[config.mk]
export PLATFORM = sky130hd
export DESIGN_NAME = unidade_store
export DESIGN_NICKNAME = d
export VERILOG_FILES = /design/src/rtl/store_pkg.sv /design/src/rtl/fila_req.sv /design/src/rtl/unidade_store.sv
export SDC_FILE = /design/constraint.sdc
export NUM_CORES = 1
export LEC_CHECK = 0
export ABC_AREA = 1
export CORE_MARGIN = 2
export CORE_UTILIZATION = 47
export CTS_CLUSTER_DIAMETER = 60
export DETAILED_ROUTE_END_ITERATION = 7
export PLACE_DENSITY = 0.85
export REMOVE_ABC_BUFFERS = 1
export SLEW_MARGIN = 20
export SYNTH_ARGS = -nofsm -noshare
export SYNTH_HDL_FRONTEND = slang
export SYNTH_SLANG_ARGS = --single-unit
[constraint.sdc]
create_clock -name clk -period 3.6 [get_ports clk]
set_input_delay 0.54 -clock clk [delete_from_list [all_inputs] [get_ports clk]]
set_output_delay 0.54 -clock clk [all_outputs]
set_load 0.01 [all_outputs]
[src/rtl/store_pkg.sv]
// Shared types for the store sequencer: FSM state encoding, request queue entry
// and the address-sum helper.
package store_pkg;

    localparam int unsigned OFF_W     = 5;
    localparam int unsigned REG_IDX_W = 5;
    localparam int unsigned SUM_W     = 6;

    // FSM state encoding kept as plain constants for older tool flows
    typedef logic [1:0] state_t;
    localparam state_t ST_IDLE  = 2'd0;
    localparam state_t ST_FETCH = 2'd1;
    localparam state_t ST_WRITE = 2'd2;

    typedef struct packed {
        logic [REG_IDX_W-1:0] rs;
        logic [REG_IDX_W-1:0] rbase;
        logic [OFF_W-1:0]     off;
    } req_t;

    // Zero-extended 5+5 bit sum, never wraps (max 62)
    function automatic logic [SUM_W-1:0] sum_addr(input logic [4:0] base,
                                                   input logic [OFF_W-1:0] off);
        return {1'b0, base} + {1'b0, off};
    endfunction

endpackage

[src/rtl/fila_req.sv]
// Small synchronous FIFO holding pending store requests. Push while full and pop
// while empty are ignored. QDEPTH must be a power of two so pointers wrap freely.
module fila_req #(
    parameter int unsigned QDEPTH = 4,
    parameter int unsigned WIDTH  = 15
) (
    input  logic             clk,
    input  logic             rst_n,
    input  logic             push,
    input  logic [WIDTH-1:0] push_data,
    input  logic             pop,
    output logic             full,
    output logic             empty,
    output logic [WIDTH-1:0] head
);

    localparam int unsigned PTR_W = (QDEPTH > 1) ? $clog2(QDEPTH) : 1;

    logic [WIDTH-1:0] mem_q [QDEPTH];
    logic [WIDTH-1:0] mem_d [QDEPTH];
    logic [PTR_W-1:0] wr_ptr_q, wr_ptr_d;
    logic [PTR_W-1:0] rd_ptr_q, rd_ptr_d;
    logic [PTR_W:0]   count_q, count_d;
    logic             do_push, do_pop;

    assign full  = (count_q == (PTR_W+1)'(QDEPTH));
    assign empty = (count_q == '0);
    assign head  = mem_q[rd_ptr_q];

    // Pointer, occupancy and storage next-state
    always_comb begin
        do_push  = push && !full;
        do_pop   = pop && !empty;
        mem_d    = mem_q;
        wr_ptr_d = wr_ptr_q;
        rd_ptr_d = rd_ptr_q;
        if (do_push) begin
            mem_d[wr_ptr_q] = push_data;
            wr_ptr_d        = wr_ptr_q + 1'b1;
        end
        if (do_pop) begin
            rd_ptr_d = rd_ptr_q + 1'b1;
        end
        count_d = count_q + (PTR_W+1)'(do_push) - (PTR_W+1)'(do_pop);
    end

    // Control state with synchronous reset
    always_ff @(posedge clk) begin
        if (!rst_n) begin
            wr_ptr_q <= '0;
            rd_ptr_q <= '0;
            count_q  <= '0;
        end else begin
            wr_ptr_q <= wr_ptr_d;
            rd_ptr_q <= rd_ptr_d;
            count_q  <= count_d;
        end
    end

    // Entry storage needs no reset; occupancy guards every read
    always_ff @(posedge clk) begin
        mem_q <= mem_d;
    end

endmodule

[src/rtl/unidade_store.sv]
// Store sequencer: queues store requests, reads base/data from the register file
// and issues one memory write per request at base[4:0] + off.
// Optional feature: define STORE_STATS_EN to add the 16-bit stores_cnt counter.
module unidade_store
    import store_pkg::*;
#(
    parameter int unsigned DATA_W = 64,
    parameter int unsigned REG_W  = 5,
    parameter int unsigned ADDR_W = 6,
    parameter int unsigned QDEPTH = 4
) (
    input  logic              clk,
    input  logic              rst_n,
    input  logic              req_valid,
    output logic              req_ready,
    input  logic [REG_W-1:0]  req_rs,
    input  logic [REG_W-1:0]  req_rbase,
    input  logic [OFF_W-1:0]  req_off,
    output logic [REG_W-1:0]  Ra,
    output logic [REG_W-1:0]  Rb,
    input  logic [DATA_W-1:0] doutA,
    input  logic [DATA_W-1:0] doutB,
    output logic [ADDR_W-1:0] ads,
    output logic              we,
    output logic [DATA_W-1:0] din,
    output logic              busy,
`ifdef STORE_STATS_EN
    output logic [15:0]       stores_cnt,
`endif
    output logic              done
);

    state_t            state_q, state_d;
    logic [ADDR_W-1:0] addr_q, addr_d;
    logic [DATA_W-1:0] data_q, data_d;
    logic [REG_W-1:0]  ra_q, ra_d;
    logic [REG_W-1:0]  rb_q, rb_d;
    logic              push, pop;
    logic              q_full, q_empty;
    req_t              push_entry, head;
    logic              unused_dout_hi;

    // Only the low five bits of the base register form the address
    assign unused_dout_hi = ^doutA[DATA_W-1:5];

    assign req_ready  = !q_full;
    assign push       = req_valid && req_ready;
    assign push_entry = '{rs: REG_IDX_W'(req_rs), rbase: REG_IDX_W'(req_rbase), off: req_off};

    fila_req #(
        .QDEPTH (QDEPTH),
        .WIDTH  ($bits(req_t))
    ) u_fila (
        .clk       (clk),
        .rst_n     (rst_n),
        .push      (push),
        .push_data (push_entry),
        .pop       (pop),
        .full      (q_full),
        .empty     (q_empty),
        .head      (head)
    );

    // FSM next-state; register-file indices are driven combinationally in FETCH
    always_comb begin
        state_d = state_q;
        addr_d  = addr_q;
        data_d  = data_q;
        ra_d    = ra_q;
        rb_d    = rb_q;
        pop     = 1'b0;
        case (state_q)
            ST_IDLE: begin
                // Same-cycle push counts so an idle unit fetches on the next cycle
                if (!q_empty || push) state_d = ST_FETCH;
            end
            ST_FETCH: begin
                ra_d    = REG_W'(head.rbase);
                rb_d    = REG_W'(head.rs);
                addr_d  = ADDR_W'(sum_addr(doutA[4:0], head.off));
                data_d  = doutB;
                pop     = 1'b1;
                state_d = ST_WRITE;
            end
            ST_WRITE: begin
                state_d = (!q_empty || push) ? ST_FETCH : ST_IDLE;
            end
            default: state_d = ST_IDLE;
        endcase
    end

    assign Ra   = ra_d;
    assign Rb   = rb_d;
    assign ads  = addr_q;
    assign din  = data_q;
    // Gated with reset so a write in progress is suppressed at the reset edge
    assign we   = (state_q == ST_WRITE) && rst_n;
    assign done = (state_q == ST_WRITE) && rst_n;
    assign busy = (state_q != ST_IDLE) || !q_empty;

    // Sequencer state with synchronous active-low reset
    always_ff @(posedge clk) begin
        if (!rst_n) begin
            state_q <= ST_IDLE;
            addr_q  <= '0;
            data_q  <= '0;
            ra_q    <= '0;
            rb_q    <= '0;
        end else begin
            state_q <= state_d;
            addr_q  <= addr_d;
            data_q  <= data_d;
            ra_q    <= ra_d;
            rb_q    <= rb_d;
        end
    end

`ifdef STORE_STATS_EN
    logic [15:0] stats_q, stats_d;

    // Completed-store counter, wraps naturally at 16 bits
    always_comb begin
        stats_d = stats_q + 16'(done);
    end

    // Counter register, cleared by reset
    always_ff @(posedge clk) begin
        if (!rst_n) stats_q <= '0;
        else        stats_q <= stats_d;
    end

    assign stores_cnt = stats_q;
`endif

endmodule

==> impl_metrics.yaml, run 1 <==
outcome:
  status: "finished clean"
timing:
  min_period_over_period: 0.810
  worst_slack_ns: 0.686
  setup_violations: 0
  slew_headroom: 0.356
  finalHoldViolCount: 0
  fin_skew_ns: 0.00943
  fin_tns_setup_ns: 0
  tightestPinTransition_ns: 0.965
  slew_viol_final: 0
  period_minus_slack_ns: 2.91
  rsz0062_at_grt: "no"
  fmaxAchievable_ghz: 0.343
power_and_ir_drop:
  p_leak_uw: 0.00355
  power_density_nw_per_um2: 672
  internal_power_uw: 3910
  switchingPower_uw: 1670
  ir_drop_mv: 0.416
  power_frac_seq: 0.395
  clkPwrFrac: 0.295
  switching_share: 0.299
  power_uw: 5580
  p_comb_frac: 0.310
routing:
  dr.pass1.iters: 5
  vias: 4857
  wirelength_um: 14500
  drc: 0
  viasPerCell: 4.79
  drt_iter0_drc: 228
  ant_nets: 0
  wl_per_cell_um: 14.3
global_routing:
  grt_pass1_vias: 4854
  grt_pass1_wl_um: 22800
  grt_max_degree: 75
  grt_antenna_before_repair: 0
  grt-ovfl-total: 0
  grt.total_usage: 0.224
finish:
  final_net_count: 989
  final_common_cell: "nor2_1"
  fillerInstances: 997
  layout_common_cells: "nor2_1 (172), clkdlybuf4s50_1 (169), dfxtp_1 (89)"
  finalNonFillerCells: 1015
  n_antenna_cell: 0
  drive_gt1_frac: 0.0605
  area_growth_pct: 39.2
cts:
  clk_latency_ns: 0.41
  clkSinkCount: 149
  root_buffer: "clkbuf_16"
  htreeDepth: 4
  postCtsHoldBufs: 0
  cts_tree: "done"
  cts_setup_buffers: 0
  cts_buffer_depth: 2
  cts_resized: 0
  cts.clk_slew.worst_paths_ns: 0.05
  cts_made_buffers: 17
setup_path:
  r2r_slack_ns: 1.21
  r2r_start: "u_fila.rd_ptr_q[0]"
  arrival_ns: 2.37
  worstPathMaxFanout: 32
  rr_endpoint: "ads[4]"
  crit_path_end_kind: "output port"
  path_cells: "inv_1, nand2_1, nand3_1, nand3_1, nand2_1, inv_1, clkdlybuf4s50_1"
  critical_path_class: "flop to output port"
  start_kind: "flop"
  critPathSlowestCell: "inv_1"
  worst-path-buf-inv: 3
  worstPathRequired_ns: 3.06
  max_stage_delay_ns: 0.70
  path_depth: 7
  cp_top_family: "buffers and inverters"
  rr_worst_depth: 11
synth:
  syn_inst: 667
  seq_area_frac_synth: 0.601
  yosys_warnings: 0
  synthesis.area_um2: 5960
  synth_cell_type_count: 28
  synth-seq-cells: 149
  syn_avg_cell_area_um2: 8.93
hold_path:
  hold_class: "flop to flop"
  hold_path_depth: 2
  min_to: "din[56]"
  hp-start: "din[56]"
floorplan:
  io_pins: 230
  die_area_um2: 13600
  coreArea_um2: 12500
  rows: 41
  start_util: 0.476
  dieWidth_um: 117
  dieHeight_um: 117
placed_design:
  routabilityCongestion: 0.761
  dpl.cell_count: 983
  dp_slack_ns: 1.10
  port_buffers: 170
  hpwlAfterDp_um: 9260
job:
  max-cap-violations: 0
==> power groups by stage <==
| stage | Clock, uW | Sequential, uW | Combinational, uW |
|---|---|---|---|
| final | 1650 | 2200 | 1730 |
| after global routing | 1760 | 2230 | 1940 |
| after CTS | 1680 | 2200 | 1750 |
| after detailed placement | 0 | 2230 | 1730 |
| after global placement | 0 | 2220 | 1700 |
| after floorplan | 0 | 2330 | 754 |
==> worst max-delay path by stage <==
stage,from,to,slack (ns)
final,u_fila.rd_ptr_q[0],Rb[1],0.69
after global routing,u_fila.rd_ptr_q[0],Ra[3],0.44
after CTS,u_fila.rd_ptr_q[0],Rb[1],0.66
after detailed placement,u_fila.rd_ptr_q[0],Rb[4],1.10
after global placement,u_fila.rd_ptr_q[0],Ra[4],1.13
after floorplan,u_fila.rd_ptr_q[0],ads[4],0.87
==> worst reg2reg max path, delay by kind of cell, from the launching register on <==
| family | cells | cell delay, ns |
|---|---|---|
| AOI/OAI and AO/OA | 2 | 0.44 |
| adders and majority gates | 2 | 0.72 |
| buffers and inverters | 2 | 0.46 |
| DFF | 1 | 0.34 |
| and+or+nand+nor | 5 | 0.36 |
==> area by class of cell <==
| type | instances | area [um2] | area share |
|---|---|---|---|
| Sequential cell | 149 | 3580 | 0.432 |
| Multi-Input combinational cell | 402 | 1870 | 0.225 |
| Timing Repair Buffer | 181 | 1780 | 0.214 |
| Clock buffer | 28 | 507 | 0.0611 |
| Inverter | 79 | 297 | 0.0357 |
| Tap cell | 172 | 215 | 0.0259 |
| Clock inverter | 4 | 47.5 | 0.00573 |
==> stage by stage <==
step / utilization / cell area (um2) / hold slack, ns
floorplan: - / 5750 / 0.499
finish: 0.663 / 8300 / 0.497
CTS: 0.663 / 8300 / 0.500
global route: 0.663 / 8300 / 0.519
global placement: 0.619 / 7740 / 0.480
detailed placement: 0.619 / 7740 / 0.487
==> flip-flops by register name, indices dropped and copies added (netlist names) <==
name             cells
din                 64
u_fila.mem_q        60
ads                  6
ra_q                 5
rb_q                 5
u_fila.count_q       3
state_q              2
u_fila.rd_ptr_q      2
u_fila.wr_ptr_q      2
==> routing by layer <==
metal	GRT usage	vias to the layer above	share of wire
met1	0.249	2226	0.39
met3	0.113	17	0.11
li1	-	2441	-
met2	0.366	173	0.49
met4	0.0910	0	0.015
met5	0	-	0
==> cells by family (layout without fill, tap and decap cells) <==
logic type | Yosys count | after routing | synth area share
fa+ha+maj | 13 | 13 | 0.0298
buf+inv | 116 | 292 | 0.0852
xor+xnor | 3 | 3 | 0.00441
simple gates | 293 | 293 | 0.199
compound gates | 93 | 93 | 0.0800
flops | 149 | 149 | 0.601
==> cell usage after synthesis, drive strengths merged <==
library cell    n  area share
dfxtp          89        0.30
a21oi           5      0.0042
buf            22       0.025
fa              2      0.0067
clkbuf         15       0.010
nand2          68       0.043
inv            79       0.050
xnor2           1      0.0015
or2            10       0.010
xor2            2      0.0029
o21bai          1      0.0013
nand3          39       0.033
o22ai           5      0.0052
o21ai          81       0.068
o211ai          1      0.0013
ha             11       0.023
nor2          173        0.11
edfxtp         60        0.30
nand4           2      0.0021
nor3            1     0.00084
No activity file was read; power rests on OpenSTA's default activity.
==> run 2, diff against run 1 <==
- CORE_UTILIZATION: 47 -> 44
- PLACE_DENSITY: 0.85 -> 0.8
- clock period: 3.6 -> 2.79 ns (I/O delays scaled with it)
==> run 2 against run 1 <==
Effect of this change:
- core utilization decreased by 1.8 points
- routed wire length up 3.2%
- sequential cell count unchanged
- sequential power grew 30%
- largest cell class unchanged
- highest routed layer unchanged
==> impl_metrics.yaml, run 2 (synthesized netlist as in run 1, its figures left out) <==
outcome:
  status: "finished clean"
timing:
  period_minus_slack_ns: 2.58
  finalHoldViolCount: 0
  min_period_over_period: 0.924
  fmaxAchievable_ghz: 0.388
  slew_viol_final: 0
  setup_violations: 0
  fin_skew_ns: 0.00737
  slew_headroom: 0.570
  tightestPinTransition_ns: 0.645
  fin_tns_setup_ns: 0
  worst_slack_ns: 0.213
  rsz0062_at_grt: "no"
cts:
  cts_buffer_depth: 2
  cts_resized: 0
  root_buffer: "clkbuf_16"
  cts_setup_buffers: 0
  cts_made_buffers: 17
  clk_latency_ns: 0.42
  htreeDepth: 4
  cts.clk_slew.worst_paths_ns: 0.06
  clkSinkCount: 149
  postCtsHoldBufs: 0
  cts_tree: "done"
setup_path:
  path_cells: "inv_2, nor2_4, or2_2, nand2_1, inv_1, clkdlybuf4s50_1"
  critical_path_class: "flop to output port"
  worstPathRequired_ns: 2.37
  start_kind: "flop"
  cp_top_family: "simple AND/OR/NAND/NOR gates"
  max_stage_delay_ns: 0.52
  arrival_ns: 2.16
  critPathSlowestCell: "clkdlybuf4s50_1"
  crit_path_end_kind: "output port"
  worst-path-buf-inv: 3
  worstPathMaxFanout: 23
routing:
  viasPerCell: 4.81
  drc: 0
  wl_per_cell_um: 14.6
  dr.pass1.iters: 4
  ant_nets: 0
  wirelength_um: 14900
  vias: 4915
  drt_iter0_drc: 291
power_and_ir_drop:
  power_density_nw_per_um2: 939
  switching_share: 0.279
  p_comb_frac: 0.281
  power_frac_seq: 0.355
  clkPwrFrac: 0.364
  switchingPower_uw: 2240
  ir_drop_mv: 0.772
  p_leak_uw: 0.00366
  internal_power_uw: 5780
floorplan:
  rows: 42
  coreArea_um2: 13200
  io_pins: 230
  start_util: 0.450
  die_area_um2: 14500
  dieHeight_um: 120
  dieWidth_um: 120
finish:
  final_util: 0.645
  area_growth_pct: 43.4
  drive_gt1_frac: 0.0710
  n_antenna_cell: 0
  final_net_count: 991
  final_common_cell: "nor2_1"
  largest_reg_flops: 64
  layout_common_cells: "nor2_1 (172), clkdlybuf4s50_1 (169), dfxtp_1 (88)"
job:
  max-cap-violations: 0
global_routing:
  grt_pass1_wl_um: 23500
  grt_antenna_before_repair: 0
  grt_pass1_vias: 4873
  grt_max_degree: 75
  grt-ovfl-total: 0
  grt.total_usage: 0.212
placed_design:
  routabilityCongestion: 0.833
  dp_slack_ns: 0.502
  hpwlAfterDp_um: 9380
  port_buffers: 170
hold_path:
  hold_class: "input pin to flop"
-- run 2: cell types whose count changed in the layout (fill, tap and decap cells not counted), sizes merged --
| cell | before | now |
|---|---|---|
| clkbuf | 28 | 18 |
| clkinvlp | 1 | 3 |
| buf | 12 | 14 |
| clkinv | 2 | 1 |
| bufinv | 1 | 10 |
-- run 2: final timing paths --
path | depth (start not counted) | start | endpoint | slack [ns]
worst max-delay path | 6 | state_q[0] | Rb[3] | 0.21
worst min-delay path | 4 | rst_n | state_q[1] | 0.47
worst max register to register | 10 | state_q[0] | u_fila.count_q[2] | 0.58
worst min register to register | 2 | din[46] | din[46] | 0.50
-- run 2: power groups by stage --
| stage | Combinational [uW] | Sequential, uW | Clock (uW) |
|---|---|---|---|
| 5_1_grt | 2510 | 2890 | 3040 |
| 3_3_place_gp | 2230 | 2870 | 0 |
| 4_1_cts | 2280 | 2850 | 2950 |
| 3_5_place_dp | 2250 | 2890 | 0 |
| 2_1_floorplan | 973 | 3000 | 0 |
| 6_report | 2250 | 2850 | 2920 |
-- run 2: area by class of cell --
class                           count  area [um2]
Timing Repair Buffer              183        1820
Clock inverter                     14         328
Tap cell                          176         220
Sequential cell                   149        3580
Clock buffer                       18         429
Inverter                           79         297
Fill cell                        1031        4700
Multi-Input combinational cell    402        1870
-- run 2: metal layers --
metal,share of wire,routed length (um),vias up,GRT usage
met3,0.11,1620,26,0.106
met4,0.021,308,0,0.0850
met1,0.40,5990,2269,0.232
met2,0.47,7010,172,0.351
met5,0,0,-,0
li1,-,-,2448,-
-- run 2: tightest hold or removal path, stage by stage --
cell    delay (ns)
buf_2         0.09
inv_1         0.04
buf_4         0.20
nor2_1        0.11
-- run 2: per-stage QoR --
| step | instances | hold WS [ns] | instance area (um2) | total power, uW |
|---|---|---|---|---|
| final | 1021 | 0.469 | 8550 | 8030 |
| after global placement | 989 | 0.477 | 7790 | 5100 |
| after global routing | 1021 | 0.480 | 8550 | 8440 |
| after floorplan | 630 | 0.499 | 5750 | 3970 |
| after CTS | 1021 | 0.468 | 8540 | 8080 |
| after detailed placement | 989 | 0.486 | 7790 | 5130 |
